<file path="config.mk">
export PLATFORM = sky130hd
export DESIGN_NAME = reg_dump_serializer
export DESIGN_NICKNAME = d
export VERILOG_FILES = /design/src/rtl/reg_dump_serializer.sv
export SDC_FILE = /design/constraint.sdc
export NUM_CORES = 1
export LEC_CHECK = 0
export CORE_MARGIN = 2
export CORE_UTILIZATION = 50
export CTS_CLUSTER_DIAMETER = 100
export CTS_CLUSTER_SIZE = 40
export DETAILED_ROUTE_END_ITERATION = 8
export GPL_TIMING_DRIVEN = 0
export PLACE_DENSITY_LB_ADDON = 0.25
export RECOVER_POWER = 50
export SLEW_MARGIN = 10
export SYNTH_ARGS = -nofsm -noshare
export SYNTH_HDL_FRONTEND = slang
export SYNTH_SLANG_ARGS = --single-unit
</file>
<file path="constraint.sdc">
create_clock -name clk_i -period 3 [get_ports clk_i]
set_input_delay 0.75 -clock clk_i [delete_from_list [all_inputs] [get_ports clk_i]]
set_output_delay 0.75 -clock clk_i [all_outputs]
set_load 0.05 [all_outputs]
</file>
<file path="src/rtl/reg_dump_serializer.sv">
// Debug readout for a bank of CPU registers: snapshots the bank on a start
// pulse, then streams it MSB-first, register 0 first, over a valid/ready serial link.
module reg_dump_serializer #(
    parameter int REGISTER_WIDTH = 4,
    parameter int NUM_REGS       = 4,
    localparam int IDX_W         = (NUM_REGS > 1) ? $clog2(NUM_REGS) : 1
) (
    input  logic                               clk_i,
    input  logic                               reset_i,
    input  logic                               start_i,
    input  logic [NUM_REGS*REGISTER_WIDTH-1:0] regs_i,
    input  logic                               ready_i,
    output logic                               ser_o,
    output logic                               ser_valid_o,
    output logic                               frame_o,
    output logic [IDX_W-1:0]                   idx_o,
    output logic                               busy_o,
    output logic                               done_o
);

    localparam int BIT_W = (REGISTER_WIDTH > 1) ? $clog2(REGISTER_WIDTH) : 1;
    localparam logic [BIT_W-1:0] LAST_BIT = BIT_W'(REGISTER_WIDTH - 1);
    localparam logic [IDX_W-1:0] LAST_IDX = IDX_W'(NUM_REGS - 1);

    typedef enum logic [1:0] {
        IDLE,
        SHIFT,
        DONE
    } state_t;

    state_t                    state_q, state_d;
    logic [REGISTER_WIDTH-1:0] snap_q [NUM_REGS];
    logic [REGISTER_WIDTH-1:0] snap_d [NUM_REGS];
    logic [BIT_W-1:0]          bit_cnt_q, bit_cnt_d;
    logic [IDX_W-1:0]          idx_q, idx_d;

    logic                      xfer;
    logic                      last_bit;
    logic                      last_reg;
    logic [REGISTER_WIDTH-1:0] cur_reg;
    logic [REGISTER_WIDTH-1:0] cur_shifted;

    always_comb begin
        xfer     = (state_q == SHIFT) && ready_i;
        last_bit = (bit_cnt_q == LAST_BIT);
        last_reg = (idx_q == LAST_IDX);
    end

    always_comb begin
        state_d   = state_q;
        snap_d    = snap_q;
        bit_cnt_d = bit_cnt_q;
        idx_d     = idx_q;

        case (state_q)
            IDLE: begin
                if (start_i) begin
                    for (int k = 0; k < NUM_REGS; k++) begin
                        snap_d[k] = regs_i[k*REGISTER_WIDTH +: REGISTER_WIDTH];
                    end
                    bit_cnt_d = '0;
                    idx_d     = '0;
                    state_d   = SHIFT;
                end
            end
            SHIFT: begin
                if (xfer) begin
                    if (last_bit) begin
                        bit_cnt_d = '0;
                        // Counters are left at zero so idx_o reads 0 outside a dump.
                        if (last_reg) begin
                            idx_d   = '0;
                            state_d = DONE;
                        end else begin
                            idx_d = idx_q + 1'b1;
                        end
                    end else begin
                        bit_cnt_d = bit_cnt_q + 1'b1;
                    end
                end
            end
            DONE: begin
                state_d = IDLE;
            end
            default: begin
                state_d = IDLE;
            end
        endcase
    end

    always_ff @(posedge clk_i or negedge reset_i) begin
        if (!reset_i) begin
            state_q   <= IDLE;
            bit_cnt_q <= '0;
            idx_q     <= '0;
            for (int k = 0; k < NUM_REGS; k++) begin
                snap_q[k] <= '0;
            end
        end else begin
            state_q   <= state_d;
            snap_q    <= snap_d;
            bit_cnt_q <= bit_cnt_d;
            idx_q     <= idx_d;
        end
    end

    // Shifting left by the bit count brings the bit being sent into the MSB slot.
    always_comb begin
        cur_reg     = snap_q[idx_q];
        cur_shifted = cur_reg << bit_cnt_q;
    end

    always_comb begin
        ser_valid_o = (state_q == SHIFT);
        busy_o      = (state_q == SHIFT);
        done_o      = (state_q == DONE);
        ser_o       = (state_q == SHIFT) && cur_shifted[REGISTER_WIDTH-1];
        frame_o     = (state_q == SHIFT) && (bit_cnt_q == '0);
        idx_o       = idx_q;
    end

endmodule

</file>
# Word level (Yosys, flattened, before mapping)
# Index checks and enable logic that the tools add are counted.
[word_totals] ff_bits=22 inputBits=20 output_inout_bits=7 wordCells=46
[classes] add_sub_neg=2 order_cmp=1 n_eq_ne=8 shifts=1 n_mux=16 bitwise_logic=1 reduce_logical=10
[op_table] cell="$mux W2" count=10
[op_table] cell="$pmux W2 S2" count=3
[op_table] cell="$bmux W4 S2" count=1
[op_table] cell="$mux W4" count=2
[op_table] cell="$reduce_and A4 Y1" count=2
[op_table] cell="$eq A2 B2 Y1 const B" count=3
[op_table] cell="$ne A2 B1 Y1 const B" count=3
[op_table] cell="$add A2 B1 Y2 const B" count=2
[op_table] cell="$logic_not A2 Y1" count=2
[op_table] cell="$shl A4 B2 Y4" count=1
[op_table] cell="$ge A3 B3 Y1 const B" count=1
[op_table] cell="$logic_and A1 B1 Y1" count=3
[op_table] cell="$not A2 Y3" count=1
[op_table] cell="$reduce_and A3 Y1" count=1
[op_table] cell="$eq A2 B1 Y1 const B" count=1
[op_table] cell="$ne A2 B2 Y1 const B" count=1
[op_table] cell="$reduce_and A2 Y1" count=1
[op_table] cell="$reduce_bool A2 Y1" count=1

# Longest topological paths before layout
# Gate-level depths: netlist of run 1.
[depth] word_depth=6 depth_mapped=5 mapped_depth_nobuf=5

# Worst setup path after synthesis of run 1
# OpenSTA, ideal clock, no wires.
[synth_timing] path_type="register to output" start="reg idx_q[0], in the netlist idx_o[0]" end="out ser_o" arrival_time_ps=2028 required_ps=2250 slack_ps=222 path_stages_with_launch=6 path_buffers=1 cell_sequence="dfrtp_1 buf_6 mux4_2 a2bb2oi_1 a22oi_2 nor2_1"
[synth_via] elab_chain_len=6
[synth_rtl] item="start, declared" line="35" rtl="logic [IDX_W-1:0] idx_q, idx_d;"
[synth_rtl] item="start signal, assigned" line="103" rtl="idx_q <= idx_d;"
[synth_rtl] item="$not A2 Y3 (implied by the code)" line="109" rtl="cur_reg = snap_q[idx_q];"
[synth_rtl] item="$bmux W4 S2" line="109"
[synth_rtl] item="$mux W4 (implied by the code) (2 in a row)" line="109"
[synth_rtl] item="$shl A4 B2 Y4" line="110" rtl="cur_shifted = cur_reg << bit_cnt_q;"
[synth_rtl] item="$logic_and A1 B1 Y1" line="117" rtl="ser_o = (state_q == SHIFT) && cur_shifted[REGISTER_WIDTH-1];"
[synth_rtl] item="end, declared" line="13" rtl="output logic ser_o,"
# No other way between the ends. The select of a mux whose other input is x is not followed.

# Worst setup path after layout of run 1
# Same ends and word-level chain as after synthesis.

==> results.md, run 1 <==
- The flow ran to the end, and the final reports show no timing, DRC or antenna violations.
- The worst vdd rail ir drop is 0.538 mV.
- The hold violation total from the final report is 0.
- The first global-routing pass estimated 3.30 mm of wire.
- The maximum count of clock buffers along a single path is 2.
- By count the netlist is led by sky130_fd_sc_hd__dfrtp_1, sky130_fd_sc_hd__mux2_1, sky130_fd_sc_hd__mux2_2.
- Yosys mapped a number of flops with a built-in enable equal to 0.
- The number of standard-cell rows in the floorplan is 16.
- Setup violations remaining at the end of the flow were counted as 0.
- The power per standard cell area is 952 nW/um2.
- The number of filler instances in the final layout is 149.
- Summing all placed instances gives a cell area of 1360 um2.
- The area added between synthesis and finish is 30.6%.
- The type of element capturing the critical path is a primary output.
- The core box area is 1980 um2.
- Once the clock tree was built, the setup fixing pass inserted 0 buffers.
- After detailed routing, the total wire length is 1.95 mm.
- After clock tree synthesis, the flow added hold-fix buffers numbering 0.
- The worst clock skew on the final layout is 0.00233 ns.
- The share of synthesized area in the top cell type comes to 0.518.
- The net count of the finished layout is 136.
- Dividing the final minimum period by the clock period gives 0.920.
- Routability-driven placement finished with a final weighted congestion of 0.731.
- The count of buffers inserted at the top-level ports is 26.
- The repair_antennas step left the layout with diodes totalling 0.
- In this run the worst hold path is classified as flop to flop.
- The detailed router finished its first iteration with 5 violations.
- Max-cap violations in this run came to 0.
- The height of the chip is 50.1 um.
- Of the cells placed in the final design, the portion with a size suffix greater than 1 is 0.170.
- By area the synthesized netlist is led by sky130_fd_sc_hd__dfrtp_1, sky130_fd_sc_hd__mux2_1, sky130_fd_sc_hd__mux2_2.
- The post-DP HPWL is 1.55 mm.
- Setup repair after global routing left no endpoint under its margin.
- The post-CTS clock slew at the launch and capture registers of the worst setup and hold paths is 0.11 ns.
- The number of top-level design ports is 27.
- The most used flip-flop cell after synthesis is sky130_fd_sc_hd__dfrtp_1.
- TritonCTS built the clock tree.
- The finished cells cover 1390 um2.
- The number of antenna violations at the first check in global routing is 0.
- The routed via count divided by cell count is 5.16.
- The sum of negative setup slack is 0 ns.
- The utilization of the core after routing is 0.700.
- The endpoint identified for the worst register-to-register timing path is snap_q[5].
- The endpoint arrival time on the critical path is 2.01 ns.
- For this design, the sink count on the clock tree is 22.
- The vias after detailed routing is 717.
- The number of clock buffers added by TritonCTS is 3.
- The synthesized netlist occupies a cell area of 1060 um2.
- The async set-or-reset flop fraction in the synthesized netlist is 1.00.
- Clock latency on the worst-skew pair, taken at its later pin, is 0.30 ns.
- The end point of the worst hold path is snap_q[6].
- Counting cells, the worst reg-to-reg path comes to 4.
- For this design the static power due to leakage is 0.603 nW.
- Timing would allow up to 362 MHz.
- Along the worst hold path, the cell count comes to 1.
- The total global-route track usage is 0.177.
- The worst setup path is of the flop to primary output kind.
- The clock period minus final worst setup slack is 2.76 ns.
- sky130_fd_sc_hd__dfrtp_1 is the most common cell in the netlist.
- In this run, distinct cell masters in the synthesized netlist total 27.
- In this run the critical register-to-register path is launched from state_q[0].
- The sequential fraction of the synthesis area is 0.518.
- The CTS root buffer is sky130_fd_sc_hd__clkbuf_4.
- After layout, the design draws a total of 1.32 mW.
- The number of optimization iterations in the first detailed-route pass is 4.
- The number of global-route vias before repair is 775.
- Yosys printed 0 warnings.
- The die area is 2510 um2.
- The horizontal die dimension is 50.1 um.
- After detailed routing, the average wire length per cell comes to 14.1 um.
- The leading area contributor after synthesis is sky130_fd_sc_hd__dfrtp_1.
- After synthesis the netlist holds a flip-flop and latch count of 22.
- The worst slew margin relative to its limit is 0.363.
- The reg2reg setup slack is 1.38 ns.
- The number of DRC violations after detailed routing is 0.
- The maximum level of the CTS H-tree is 1.
- Along the worst path, the maximum fanout reaches 8.
- STA classifies the critical path startpoint as a flop.
- The final max-slew violation count came to 0.
- The initial utilization of the core area, before any placement, comes to 0.536.
- The count of nets left with antenna violations once routing finished came out at 0.
- Entering global routing, the biggest net connects 23 pins.
- For the pin with the worst max-slew slack, the measured transition is 0.952 ns.
- The mean instance size in the synthesized netlist is 13.0 um2.
- The number of cells produced by synthesis is 82.
- Summed over all layers, the global routing overflow is 0.
- At the worst endpoint, the required time is 2.25 ns.
- The synthesized netlist net count is 105.
- The source of the worst hold timing path is snap_q[6].
==> critical path, cell delays in order (launching register included) <==
cell                        delay (ns)
sky130_fd_sc_hd__dfrtp_1          0.41
sky130_fd_sc_hd__buf_6            0.17
sky130_fd_sc_hd__mux4_2           0.51
sky130_fd_sc_hd__a2bb2oi_1        0.15
sky130_fd_sc_hd__a22oi_2          0.16
sky130_fd_sc_hd__nor2_1           0.07
sky130_fd_sc_hd__clkbuf_2         0.24
==> kinds of logic (layout without fill, tap and decap cells) <==
logic type	count (synthesis)	after routing	share of synthesized area
DFF	22	22	0.518
buffers and inverters	6	36	0.0353
and+or+nand+nor	17	17	0.0813
AOI/OAI and AO/OA	12	12	0.0801
adders and majority gates	3	3	0.0353
muxes	22	22	0.250
==> power by group <==
group / total (mW) / switching [mW] / internal, mW
clock network: 0.158 / 0.0843 / 0.0740
logic: 0.649 / 0.345 / 0.304
registers: 0.514 / 0.0864 / 0.427
==> placed cells by master, fill, tap and decap left out, types with 2 or more instances in the layout <==
cell / n
sky130_fd_sc_hd__mux2_2: 6
sky130_fd_sc_hd__clkbuf_4: 3
sky130_fd_sc_hd__a2bb2oi_1: 2
sky130_fd_sc_hd__mux4_2: 2
sky130_fd_sc_hd__nor2_1: 4
sky130_fd_sc_hd__nand2b_1: 2
sky130_fd_sc_hd__dfrtp_1: 22
sky130_fd_sc_hd__mux2i_1: 4
sky130_fd_sc_hd__inv_1: 2
sky130_fd_sc_hd__dlygate4sd3_1: 2
sky130_fd_sc_hd__o21ai_0: 2
sky130_fd_sc_hd__clkdlybuf4s50_1: 23
sky130_fd_sc_hd__nor2b_1: 2
sky130_fd_sc_hd__mux2_1: 10
sky130_fd_sc_hd__buf_4: 2
sky130_fd_sc_hd__nand2_1: 4
sky130_fd_sc_hd__a21oi_1: 3
sky130_fd_sc_hd__ha_1: 3
==> routing by layer <==
metal  GRT usage  wire length (um)  vias up  share of wire
met2       0.292              1040       12           0.53
met3      0.0273                63        0          0.032
met1       0.232               852      351           0.44
met4      0.0694                 0        0              0
met5           0                 0        -              0
li1            -                 -      354              -
==> worst max-delay path by stage <==
stage                     from       to  slack (ns)  cells after the start
finish                idx_o[0]    ser_o        0.24                      6
global placement      idx_o[0]    ser_o        0.13                      6
detailed placement    idx_o[0]    ser_o         0.1                      6
global route        state_q[1]  frame_o        0.15                      4
floorplan             idx_o[0]    ser_o        0.22                      5
CTS                   idx_o[0]    ser_o        0.03                      6
==> flip-flops by register name, summed over array words and instances, names as in the netlist <==
signal	count
bit_cnt_q	2
idx_o	2
snap_q	16
state_q	2
==> timing repair <==
item / in CTS / in global routing
endpoints found under the setup margin: 1 / 1
hold endpoints to repair: 0 / 0
gates resized for setup: 1 / 2
==> area by class of cell <==
type / count / area, um2 / share of cell area
buffer: 3 / 26.3 / 0.0189
clock buffer: 4 / 36.3 / 0.0261
inverter: 3 / 11.3 / 0.00812
multi-input combinational: 54 / 474 / 0.342
sequential: 22 / 551 / 0.397
tap: 27 / 33.8 / 0.0243
timing repair buffer: 26 / 255 / 0.184
==> metrics by stage <==
step	worst slack, ns	instances	hold WS [ns]
floorplan	0.222	82	0.452
global placement	0.129	135	0.463
detailed placement	0.0966	135	0.475
CTS	0.0263	139	0.502
global route	0.151	139	0.527
finish	0.240	139	0.496
(Power assumes the default switching activity.)
==> run 2: changes to the inputs <==
--- a/config.mk
+++ b/config.mk
@@ -12,5 +12,5 @@
 export DETAILED_ROUTE_END_ITERATION = 8
 export GPL_TIMING_DRIVEN = 0
-export PLACE_DENSITY_LB_ADDON = 0.25
+export PLACE_DENSITY = 0.81
 export RECOVER_POWER = 50
 export SLEW_MARGIN = 10
==> constraint.sdc (replaced) <==
create_clock -name clk_i -period 3 [get_ports clk_i]
set_input_delay 0.75 -clock clk_i [delete_from_list [all_inputs] [get_ports clk_i]]
set_output_delay 0.75 -clock clk_i [all_outputs]
set_load 0.005 [all_outputs]
==> run 2 against run 1 <==
Sequential cell count did not move. Critical path depth did not move. Register-to-register slack barely moved. Non-clock buffer count increased by 5. Setup slack got worse by 0.13 ns. Sequential power hardly changed. Worst hold slack better by 0.0061 ns. Design area up 4.2%. Count of clock-buffer cells in the layout fell by 1. Clock power increased by 46%. Largest cell class unchanged. Largest power group unchanged.
==> results.md, run 2 (synthesized netlist as in run 1, its figures left out) <==
- TritonCTS built the clock tree.
- The reg2reg setup slack is 1.37 ns.
- Timing would allow up to 346 MHz.
- Across all layers, the routed design uses 797 vias.
- The multi-input combinational cells in the finished layout cover a total of 474 um2.
- The portion of the clock cycle consumed by the worst path in the final layout is 0.963.
- The number of antenna diodes in the final layout is 0.
- Summed over all layers, the routed wires come to 2.03 mm.
- The count of nets left with antenna violations once routing finished came out at 0.
- The final max-slew violation count is 0.
- The number of gates resized after cts is 0.
- The source of the worst hold timing path is snap_q[13].
- The actual slew at the worst max-slew pin is 0.996 ns.
- Across the whole layout, storage elements account for 551 um2.
- The CTS buffer count is 3.
- The area added between synthesis and finish is 36.2%.
- For the final database, setup skew stands at 0.0106 ns.
- Leaving out fill and tap cells, the most frequent cell in the layout is sky130_fd_sc_hd__clkdlybuf4s50_1.
- The post-CTS clock slew at the launch and capture registers of the worst setup and hold paths is 0.13 ns.
- The number of filler instances in the final layout is 133.
- Leaving out fill and tap cells, the most frequent cells in the layout are sky130_fd_sc_hd__clkdlybuf4s50_1, sky130_fd_sc_hd__dfrtp_1, sky130_fd_sc_hd__mux2_1.
- In this run the number of H-tree levels came out at 1.
- Clock latency on the worst-skew pair, taken at its later pin, is 0.32 ns.
- The tool flagged a number of max-cap violations equal to 0.
- The detailed router put a total of 850 um of wire on met1.
- The worst setup path is of the flop to primary output kind.
- The total global-route track usage is 0.177.
- The number of antenna violations at the first check in global routing is 0.
- Overall power consumption after layout is estimated at 1.30 mW.
- The routed via count divided by cell count is 5.53.
- The first global-routing pass estimated 3.32 mm of wire.
- The clock drives 22 sinks.
- The flow ran to the end, and the final reports show no timing, DRC or antenna violations.
- The worst path meets setup with 0.112 ns of slack.
- The end point of the worst hold path is snap_q[13].
- The startpoint identified for the worst register-to-register timing path is state_q[0].
- The wire length per cell after detailed routing is 14.1 um.
- The CTS root buffer is sky130_fd_sc_hd__clkbuf_4.
- Setup violations remaining at the end of the flow were counted as 0.
- The class of the tightest hold or removal check is flop to flop.
- The sum of negative setup slack is 0 ns.
- The worst slew margin relative to its limit is 0.334.
- The final net count is 141.
- The first detailed-routing pass ran for 4 iterations.
- In the routed design, unresolved DRC markers number 0.
- The worst-case IR drop observed on VDD is 0.578 mV.
- The utilization of the core after routing is 0.730.
- Data arrives at the worst endpoint at 2.14 ns.
- The share of cells above drive strength 1 is 0.197.
- Routability-driven placement finished with a final weighted congestion of 0.924.
- The number of top-level design ports is 27.
- The number of global-route vias before repair is 770.
- Detailed placement finished with a half-perimeter wire length of 1.47 mm.
- Counting instances, the worst hold path has a depth of 1.
- The quantity of hold-fixing buffers added after cts is 0.
- The number of standard-cell rows in the floorplan is 16.
- Detailed routing placed a total of 128 um of wire on met3.
- Setup repair after global routing left no endpoint under its margin.
- Wire segments on met2 add up to 1.02 mm in the final route.
- The clock period could shrink to 2.89 ns.
- Counting along the longest clock path gives a buffer depth of 2.
- The die area is 2510 um2.
- In this run the power density over the cells is 902 nW/um2.
- The hold violation total from the final report is 0.
- At the worst endpoint, the required time is 2.25 ns.
- The buffers inserted during post-CTS setup optimization is 0.
- The largest register by flop count is snap_q.
- Routed signal wires occupy layers up through met4.
- The number of cell instances on the worst register-to-register path is 4.
- For this configuration, the core starts out at a cell density of 0.536.
- The type of element launching the critical path is a flop.
- The final instance area is 1450 um2.
- The die is 50.1 um tall.
- The highest net fanout along the worst path is 6.
- The critical register-to-register path endpoint is snap_q[14].
- The register with the most flip-flops in the layout has 16 of them.
- The pin count of the biggest net entering global routing is 23.
- After detailed placement, the total cell area comes to 1360 um2.
- The first routing iteration left 26 violations.
- The static leakage is 0.635 nW.
- The total overflow left after global routing is 0.
- The horizontal die dimension is 50.1 um.
- Prior to clock tree synthesis, the placed netlist has a worst setup slack of 0.414 ns.
- During placement, the flow inserted port buffers numbering 26.
- The type of element capturing the critical path is a primary output.
- The region available for standard cell placement spans 1980 um2.
## run 2: cell count changes in the layout (fill, tap and decap cells not counted), sizes merged
cell / previous run / this run
buf: 3 / 8
bufinv: 0 / 1
clkdlybuf4s50: 23 / 24
clkbuf: 5 / 3
## run 2: worst max-delay path by stage
| stage | from | endpoint | cells past startpoint |
|---|---|---|---|
| after floorplan | idx_o[0] | ser_o | 5 |
| after global placement | idx_o[0] | ser_o | 6 |
| after detailed placement | idx_o[0] | ser_o | 6 |
| after CTS | idx_o[0] | ser_o | 6 |
| after global routing | idx_o[0] | ser_o | 6 |
| final | idx_o[0] | ser_o | 6 |
## run 2: final cells by class
type / instances / share of cell area
Sequential cell: 22 / 0.381
Tap cell: 27 / 0.0234
Clock buffer: 3 / 0.0156
Buffer: 3 / 0.0182
Clock inverter: 1 / 0.0208
Timing Repair Buffer: 31 / 0.206
Inverter: 3 / 0.00779
Multi-Input combinational cell: 54 / 0.328
## run 2: through the flow
stage | instances | hold slack (ns)
final | 144 | 0.502
after global routing | 144 | 0.525
after CTS | 139 | 0.506
after detailed placement | 135 | 0.475
after global placement | 135 | 0.463
after floorplan | 82 | 0.452
## run 2: where the power goes
group | internal (mW) | total [mW] | switching [mW] | leakage [nW]
Sequential | 0.427 | 0.512 | 0.0847 | 0.269
Combinational | 0.356 | 0.561 | 0.205 | 0.338
Clock | 0.135 | 0.231 | 0.0959 | 0.0279
Total | 0.919 | 1.30 | 0.385 | 0.635
## run 2: worst max-delay path, cell delays in order (launching register included)
cell and delay, ns:
sky130_fd_sc_hd__dfrtp_1 0.40, sky130_fd_sc_hd__buf_6 0.14, sky130_fd_sc_hd__mux4_2 0.49, sky130_fd_sc_hd__a2bb2oi_1 0.15, sky130_fd_sc_hd__a22oi_2 0.15, sky130_fd_sc_hd__nor2_1 0.06, sky130_fd_sc_hd__clkdlybuf4s50_1 0.44
## run 2: per-layer routing
layer  track usage  vias up
met5             0        -
met4        0.0694        0
met3        0.0485        5
met2         0.283       30
met1         0.225      401
li1              -      361
